$ cat config.mk
export PLATFORM = sky130hd
export DESIGN_NAME = fifo_wr_packer
export DESIGN_NICKNAME = d
export VERILOG_FILES = /design/src/rtl/fifo_wr_packer.sv
export SDC_FILE = /design/constraint.sdc
export NUM_CORES = 1
export LEC_CHECK = 0
export BUFFER_PORTS_ARGS = -buffer_cell sky130_fd_sc_hd__buf_2
export CAP_MARGIN = 15
export CORE_ASPECT_RATIO = 2
export CORE_MARGIN = 2
export CORE_UTILIZATION = 45
export CTS_CLUSTER_SIZE = 14
export DETAILED_ROUTE_END_ITERATION = 16
export GPL_ROUTABILITY_DRIVEN = 0
export PLACE_DENSITY = 0.67
export SLEW_MARGIN = 0
export SYNTH_ARGS = -nofsm -noshare
export SYNTH_HDL_FRONTEND = slang
export SYNTH_SLANG_ARGS = --single-unit
$ cat constraint.sdc
create_clock -name clk -period 1.8 [get_ports clk]
set_input_delay 0.09 -clock clk [delete_from_list [all_inputs] [get_ports clk]]
set_output_delay 0.09 -clock clk [all_outputs]
set_load 0.05 [all_outputs]
$ cat src/rtl/fifo_wr_packer.sv
// rtl/fifo_wr_packer.sv - packs IN_W-bit beats into RATIO-lane words for a downstream sync FIFO
// Little-endian lane packing with a single output holding register in front of the FIFO.
module fifo_wr_packer #(
  parameter int IN_W  = 8,
  parameter int RATIO = 4
) (
  input  logic                  clk,
  input  logic                  rstn,
  input  logic                  in_valid,
  output logic                  in_ready,
  input  logic [IN_W-1:0]       in_data,
  input  logic                  in_last,
  output logic                  fifo_wren,
  output logic [IN_W*RATIO-1:0] fifo_din,
  output logic [RATIO-1:0]      fifo_keep,
  output logic                  fifo_last,
  input  logic                  fifo_full,
  output logic                  busy
);

  localparam int CNT_W = $clog2(RATIO);
  localparam int OUT_W = IN_W * RATIO;

  logic [CNT_W-1:0] r_lane_cnt;
  logic [OUT_W-1:0] r_asm;
  logic [OUT_W-1:0] r_hold_data;
  logic [RATIO-1:0] r_hold_keep;
  logic             r_hold_last;
  logic             r_out_vld;

  logic             w_ready;
  logic             w_wren;
  logic             w_accept;
  logic             w_complete;
  logic             w_last_lane;
  logic [OUT_W-1:0] w_word;
  logic [RATIO-1:0] w_keep;

  assign w_ready     = ~(r_out_vld & fifo_full);
  assign w_wren      = r_out_vld & ~fifo_full;
  assign w_accept    = in_valid & w_ready;
  assign w_last_lane = (r_lane_cnt == CNT_W'(RATIO - 1));
  assign w_complete  = w_accept & (w_last_lane | in_last);

  // Word as it would stand with the current beat inserted; lanes above it are forced to zero.
  always_comb begin
    w_word = '0;
    w_keep = '0;
    for (int i = 0; i < RATIO; i++) begin
      if (CNT_W'(i) < r_lane_cnt) begin
        w_word[i*IN_W +: IN_W] = r_asm[i*IN_W +: IN_W];
        w_keep[i]              = 1'b1;
      end else if (CNT_W'(i) == r_lane_cnt) begin
        w_word[i*IN_W +: IN_W] = in_data;
        w_keep[i]              = 1'b1;
      end
    end
  end

  always_ff @(posedge clk or negedge rstn) begin
    if (!rstn) begin
      r_lane_cnt  <= '0;
      r_asm       <= '0;
      r_hold_data <= '0;
      r_hold_keep <= '0;
      r_hold_last <= 1'b0;
      r_out_vld   <= 1'b0;
    end else begin
      if (w_accept) begin
        if (w_complete) begin
          r_asm       <= '0;
          r_lane_cnt  <= '0;
          r_hold_data <= w_word;
          r_hold_keep <= w_keep;
          r_hold_last <= in_last;
        end else begin
          r_asm      <= w_word;
          r_lane_cnt <= r_lane_cnt + CNT_W'(1);
        end
      end
      // A completion on the draining edge reloads the holder, so out_vld stays set.
      if (w_complete) begin
        r_out_vld <= 1'b1;
      end else if (w_wren) begin
        r_out_vld <= 1'b0;
      end
    end
  end

  assign in_ready  = w_ready;
  assign fifo_wren = w_wren;
  assign fifo_din  = r_hold_data;
  assign fifo_keep = r_hold_keep;
  assign fifo_last = r_hold_last;
  assign busy      = r_out_vld | (r_lane_cnt != '0);

endmodule

# Yosys cells after proc, flatten, opt, wreduce, memory -nomap -nowiden
# Index checks and enable logic that the tools add are counted.
[totals]
regBits = 72
latch_bits = 0
ramBits = 0
rom_bits = 0
input_bits = 13
out_inout_bits = 40
elab_cells = 47
memories = 0
[classes]
add_sub_neg = 1
multipliers = 0
div = 0
magnitude_cmp = 4
n_eq_ne = 4
shifts = 0
mux = 20
bitwise = 8
n_reduce_logical = 4
[ops]
columns = ["cell", "count"]
rows = [
  ["$mux 8", 8],
  ["$mux 32", 1],
  ["$mux 1", 10],
  ["$and 1x1->1", 4],
  ["$eq 2x2->1 const A", 2],
  ["$lt 1x2->1 const A", 2],
  ["$lt 2x2->1 const A", 2],
  ["$reduce_bool 2->1", 2],
  ["$add 2x1->2 const B", 1],
  ["$eq 1x2->1 const A", 1],
  ["$eq 2x2->1 const B", 1],
  ["$logic_not 2->1", 1],
  ["$mux 2", 1],
  ["$not 1->1", 2],
  ["$or 1x1->1", 2],
  ["$reduce_and 2->1", 1],
]

# Depth between registers and ports, before layout
# Gate-level depths: netlist of the first run.
[depth]
depth_word = 5
ltp_mapped = 8
ltp_nobuf = 5

# Least setup slack after synthesis of the first run
# Ideal clock, no wire load.
[synth_timing]
path_kind = "reg2reg"
startpoint = "register r_lane_cnt[1]"
endpoint = "register r_asm[10]"
setup_ns = 0.121
arrival_time_ns = 1.549
required_time_ns = 1.679
setup_slack_ns = 0.130
stages_incl_launch_ff = 9
path_buffers = 3
period_less_slack_ns = 1.670
cell_sequence = "dfrtp_1 -> buf_4 -> inv_1 -> ha_1 -> nor2b_1 -> buf_2 -> and3_4 -> buf_6 -> a22o_1"
[synth_between]
elab_chain_len = 4
word_cells_on_any_way = 8
classes_between = "order compare (1); eq/ne (2); mux (3); bitwise (2)"
[synth_lines]
columns = ["element", "line", "source"]
rows = [
  ["start, declared", "24", "logic [CNT_W-1:0] r_lane_cnt;"],
  ["start signal, assigned", "78", "r_lane_cnt <= r_lane_cnt + CNT_W'(1);"],
  ["$eq 1x2->1 / $eq 2x2->1 (equally long branches)", "53, 42", ""],
  ["$mux 8 / $or 1x1->1 (equally long branches)", "53, 43", ""],
  ["$mux 8 / $and 1x1->1 (equally long branches)", "50, 43", ""],
  ["$mux 32 *", "70", "if (w_complete) begin"],
  ["end signal, assigned", "77", "r_asm <= w_word;"],
  ["end, declared", "25", "logic [OUT_W-1:0] r_asm;"],
]
# Mark *: on every way between the ends. The rest lies on a longest branch, timed or not.
# A chain may end at the register's enable or synchronous reset.

# Worst setup path after layout of the first run
[layout_timing]
startpoint = "register r_lane_cnt[1]"
endpoint = "output port busy"
[layout_between]
elab_chain_len = 2
[layout_lines]
columns = ["element", "line", "source"]
rows = [
  ["$reduce_bool 2->1", "95", "assign busy = r_out_vld | (r_lane_cnt != '0);"],
  ["$or 1x1->1", "95", ""],
  ["end, declared", "18", "output logic busy"],
]
# Every way passes these cells.

==> metrics, run 1 <==
status=finished, final reports clean; Post-CTS Setup Bufs=0; Cell Int Power=0.00308 W; CTS clk-pin slew, worst paths=0.05 ns; sequential-to-total area share from yosys stat=0.584; Worst Setup SP=r_lane_cnt[1]; share of cells above drive strength 1=0.292; RSZ-0062 raised after global routing=no; nets@finish=305; Worst Setup Start Kind=flop; number of inserted diodes=0; die area=6770 um2; vias in the first global route=2,110; combinational cell fraction of total power=0.318; Tot Pwr=0.00491 W; Hold Fails Final Rpt=0; switching pwr=0.00183 W; MaxCap Viol Count=0; PD cells=1460 nW/um2; Least-Margin Pin Slew=0.443 ns; Final Skew=0.00533 ns; Remaining DRCs=0; mux contribution to synthesized area=0.0292; Setup WS post-layout=0.117 ns; hold crit path type=input port to flop; CTS resizes=0; Seq pwr share=0.371; WP data required=1.71 ns; hold_sp=fifo_full; CORE AREA=5960 um2; Final setup viols=0; IO buf count=52; worst slack at placement=0.159 ns; first-pass GRT wire length=10,300 um; largest net degree at the start of global routing=65; GR Overflow Total=0; syn nets=248; TritonCTS clock tree=built; Max Fclk=594 MHz; Syn Inst Count=229; final worst-path cycle share=0.935; XOR/XNOR Fraction of Synth Area=0; Async SR Flop Fraction=1.00; Pleak=1.67 nW; area growth from synthesis to layout=22.5%; dominant cells by area after synthesis=dfrtp_1 58%, a22o_1 7.7%, o21ai_0 5.7%; max-slew violation count=0; Simple-Gate Fraction of Synth Area=0.0393; Rows=40; top-count cell post-synth=dfrtp_1; CTS sink cnt=64; vias per cell=5.80; Post-Synth Adder-Cell Area=0.0274; Final ANT Viol Nets=0; Layout fillers=534; Worst Hold Slack=0.0329 ns; via count=2,054; critical path class=flop to output port; Post-synth EDFFs=0; antenna violations before repair=0; crit path DAT=1.59 ns; WL final=6360 um; Overall Global Routing Usage=0.210; DR iter-0 viols=52; Synth top cells by count=64 x dfrtp_1, 31 x o21ai_0, 25 x o21ai_1; DPL Wire Length=4420 um; synth unique cells=29; post-synthesis area per instance=12.0 um2; slew margin rel.=0.703; worst vdd ir=0.000743 V; Ys Warns=0; Fin Setup TNS=0 ns; prevailing post-synth register cell=dfrtp_1; clk root buf=clkbuf_16; Die Span X=59.2 um; CP Capture Type=output port; Die Ht=114 um; Compound-Gate Fraction of Synth Area=0.272; wire length per cell=18.0 um; Clk pwr share=0.311; Clock Latency Late Sink=0.33 ns; H-tree Lvls=3; worst r2r src=r_lane_cnt[1]; Clock Path Buffers=2; Max FO, Critical Path=5; I/O Pins=53; Synth area leader=dfrtp_1; cell area after synthesis=2740 um2; largest family of logic cells by synthesized area=compound AO/OA/AOI/OAI gates; 1st-pass router iterations=4; fin crit period=1.68 ns; share of the synthesized area in the top cell type=0.584; starting density of the core=0.460; CTS Buf Count=9; Sw Ratio=0.372; number of synthesized register bits=64
==> power by group through the flow <==
stage	clock network, W	logic, W	registers (W)
after floorplan	0	0.000571	0.00242
after global placement	0	0.00155	0.00184
after detailed placement	0	0.00157	0.00185
after CTS	0.00157	0.00158	0.00182
after global routing	0.00162	0.00167	0.00185
final	0.00153	0.00156	0.00182
==> flip-flops by register name (all words and copies together) (netlist names) <==
| name | count |
|---|---|
| fifo_din | 32 |
| r_asm | 24 |
| fifo_keep | 4 |
| r_lane_cnt | 2 |
| fifo_last | 1 |
| r_out_vld | 1 |
==> placed cells by master (no fill, tap or decap) <==
master	Yosys	final
dfrtp_1	64	64
buf_2	8	52
o21ai_0	31	31
o21ai_1	25	25
a22o_1	24	24
a22oi_1	16	16
buf_4	5	11
clkbuf_16	0	9
a32o_1	8	8
mux2i_1	8	8
ha_1	6	6
clkinv_2	0	4
inv_1	3	3
nand2_1	3	3
nor2b_1	3	3
nand2b_1	2	2
nor2_1	2	2
nand3_1	2	2
a21o_1	2	2
o21ai_2	2	2
clkbuf_1	3	2
buf_12	0	2
a21boi_2	1	1
or2_1	1	1
nand2_2	1	1
a21bo_1	1	1
and3_1	1	1
and3_4	1	1
nor2_4	1	1
and2_1	1	1
clkbuf_8	0	1
dlygate4sd3_1	0	1
==> what timing repair did <==
action                                  CTS  global route
hold buffers                              1             0
endpoints found under the hold margin    64             0
endpoints found under the setup margin    0             0
==> per-stage QoR <==
stage	std cells	utilization	cell area, um2
6_report	354	0.564	3360
5_1_grt	354	0.564	3360
4_1_cts	354	0.564	3360
3_5_place_dp	337	0.517	3080
3_3_place_gp	337	0.517	3080
2_1_floorplan	229	-	2740
==> metal layers <==
| layer | GRT usage | part of all wire |
|---|---|---|
| met1 | 0.228 | 0.40 |
| met2 | 0.348 | 0.53 |
| met3 | 0.0554 | 0.032 |
| met4 | 0.135 | 0.043 |
| met5 | 0 | 0 |
==> worst paths after layout <==
path                                     end  slack [ns]  cells past startpoint
worst max-delay path                    busy        0.12                      5
worst min-delay path               r_out_vld        0.03                      3
worst max register to register     r_asm[18]        0.16                      5
worst min register to register  fifo_keep[0]        0.46                      1
max in group asynchronous           r_asm[5]        1.18                      3
min in group asynchronous          r_asm[18]        0.34                      3
==> layout make-up <==
class	instances	area, um2	area share
flip-flops and latches	64	1600	0.477
inverters	3	11.3	0.00335
repair buffers	66	393	0.117
multi-input cells	142	1010	0.300
clock buffers	12	246	0.0734
clock inverters	4	20.0	0.00596
well taps	63	78.8	0.0235
==> critical path, stage by stage, from the launching register on <==
cell and delay (ns):
dfrtp_1 0.41, inv_1 0.08, buf_4 0.15, ha_1 0.26
nand2b_1 0.11, buf_2 0.26
==> kinds of logic after synthesis <==
logic type,after synthesis
AOI/OAI and AO/OA,110
DFF,64
buffers and inverters,23
and+or+nand+nor,18
muxes,8
adders and majority gates,6
Note: power is estimated with default switching activity, not from simulation.
==> inputs of run 2 (changes only) <==
SETUP_SLACK_MARGIN = 0.3   (was default)
SKIP_CTS_REPAIR_TIMING = 1   (was default)
==> metrics, run 2 (synthesis results as in run 1) <==
status=finished, final reports clean; reg-to-reg setup timing slack=0.33 ns (+0.17 ns); Remaining DRCs=0 (unchanged); CORE AREA=5960 um2 (unchanged); I/O Pins=53 (unchanged); DR iter-0 viols=63 (+21%); Max Fclk=679 MHz (+14%); DPL Wire Length=4580 um (+3.8%); Largest register FFs=32 (unchanged); WL final=6440 um (+1.2%); most used routing layer=met2; dpl cells=337 (unchanged); most frequent cells in the layout=62 x dfrtp_1, 51 x buf_2, 31 x o21ai_0; Overall Global Routing Usage=0.208 (-0.00222); Least-Margin Pin Slew=0.506 ns (+0.0630 ns); Post-Route Utilization=0.591 (+0.0271); die area=6770 um2 (unchanged); Final ANT Viol Nets=0 (unchanged); wire length per cell=18.0 um (+0.39%); PD cells=1450 nW/um2 (-0.89%); Cell Int Power=0.00323 W (+4.8%); crit path DAT=1.68 ns (+0.09 ns); Layout Cells excl Fill=357 (+0.85%); largest net degree at the start of global routing=28 (-57%); area growth from synthesis to layout=28.4%; Clock Path Buffers=2 (unchanged); slowest cell delay on critical path=0.46 ns (+0.05 ns); CP Capture Type=flop; CTS clk-pin slew, worst paths=0.05 ns (about the same); Worst Setup Start Kind=flop; Pleak=1.70 nW (+1.8%); WP data required=2.00 ns (+0.29 ns); TritonCTS clock tree=built; CTS Buf Count=9 (unchanged); Die Ht=114 um (unchanged); placed cell areas=3090 um2 (+0.41%); starting density of the core=0.460 (unchanged); slew margin rel.=0.663 (-0.0403); RSZ-0062 raised after global routing=yes; share of cells above drive strength 1=0.361 (+0.0684); hold crit path type=input port to flop; Final Skew=0.00264 ns (-0.00269 ns); worst vdd ir=0.000860 V (+16%); Max FO, Critical Path=10 (+5); final worst-path cycle share=0.818 (-0.117); max-slew violation count=0 (unchanged); crit path cell chain=ha_1 > buf_4 > a21o_2 > a22o_1; critical path's slowest cell=dfrtp_2; vias in the first global route=2,012 (-4.6%); H-tree Lvls=3 (unchanged); Hold Fails Final Rpt=0 (unchanged); Setup WS post-layout=0.327 ns (+0.210 ns); switching pwr=0.00187 W (+2.3%); Clk pwr share=0.315 (+0.004); MaxCap Viol Count=0 (unchanged); Rows=40 (unchanged); critical path class=flop to flop; fin crit period=1.47 ns (-0.210 ns); CTS sink cnt=64 (unchanged); first-pass GRT wire length=10,400 um (+1.7%); met2 Use GR=0.339 (-0.00879); Final setup viols=0 (unchanged); vias per cell=5.87 (+1.1%); clk root buf=clkbuf_16; 1st-pass router iterations=4 (unchanged); M3 GR Usage=0.0418 (-0.0136); GR Overflow Total=0 (unchanged); combinational cell fraction of total power=0.325 (+0.007); met1 track demand over resource=0.257 (+0.0293); nets@finish=308 (+0.98%); IO buf count=52 (unchanged); most common cell after layout, fill and taps aside=dfrtp_1; post-route cell area=3520 um2 (+4.8%); Die Span X=59.2 um (unchanged); worst slack at placement=0.00142 ns (-0.158 ns); Clock Latency Late Sink=0.32 ns (about the same); via count=2,094 (+1.9%); antenna violations before repair=0 (unchanged); number of inserted diodes=0 (unchanged); Seq pwr share=0.360 (-0.011); Sw Ratio=0.367 (-0.00565)
run 2: power by group through the flow:
stage	combinational, W	clock [W]	sequential (W)
floorplan	0.000601	0	0.00242
global placement	0.00153	0	0.00184
detailed placement	0.00154	0	0.00185
CTS	0.00155	0.00164	0.00183
global route	0.00177	0.00171	0.00187
finish	0.00166	0.00161	0.00184
run 2: final timing paths:
| check | from | end | cells past startpoint |
|---|---|---|---|
| min in group asynchronous | rstn | fifo_din[18] | 2 |
| min | fifo_full | r_out_vld | 3 |
| max in group asynchronous | rstn | fifo_din[1] | 3 |
| max | r_lane_cnt[0] | r_asm[20] | 4 |
| min reg2reg | fifo_keep[0] | fifo_keep[0] | 1 |
| max reg2reg | r_lane_cnt[0] | r_asm[20] | 4 |
run 2: area by class of cell:
class / instances / area [um2]
clock buffers: 13 / 270
clock inverters: 3 / 15.0
fillers: 467 / 2440
inverters: 3 / 16.3
multi-input cells: 142 / 1110
flip-flops and latches: 64 / 1600
well taps: 63 / 78.8
repair buffers: 69 / 429
run 2: stage by stage:
step	setup TNS, ns	hold slack (ns)	total power (W)
after detailed placement	0	0.0889	0.00339
after floorplan	0	-0.206	0.00302
after global routing	0	0.0601	0.00536
after CTS	-0.0481	-0.251	0.00502
final	0	0.0659	0.00510
after global placement	0	0.0780	0.00337
run 2: critical path: cells and delay by family (launching register included):
| family | cells | cell delay (ns) |
|---|---|---|
| AO/OA/AOI/OAI | 2 | 0.44 |
| buffers and inverters | 1 | 0.19 |
| adder cells (fa/ha/maj) | 1 | 0.27 |
| flip-flops | 1 | 0.46 |
run 2: metal layers:
| layer | up-vias | part of all wire |
|---|---|---|
| li1 | 981 | - |
| met1 | 1049 | 0.40 |
| met2 | 54 | 0.54 |
| met3 | 10 | 0.032 |
| met4 | 0 | 0.025 |
| met5 | - | 0 |
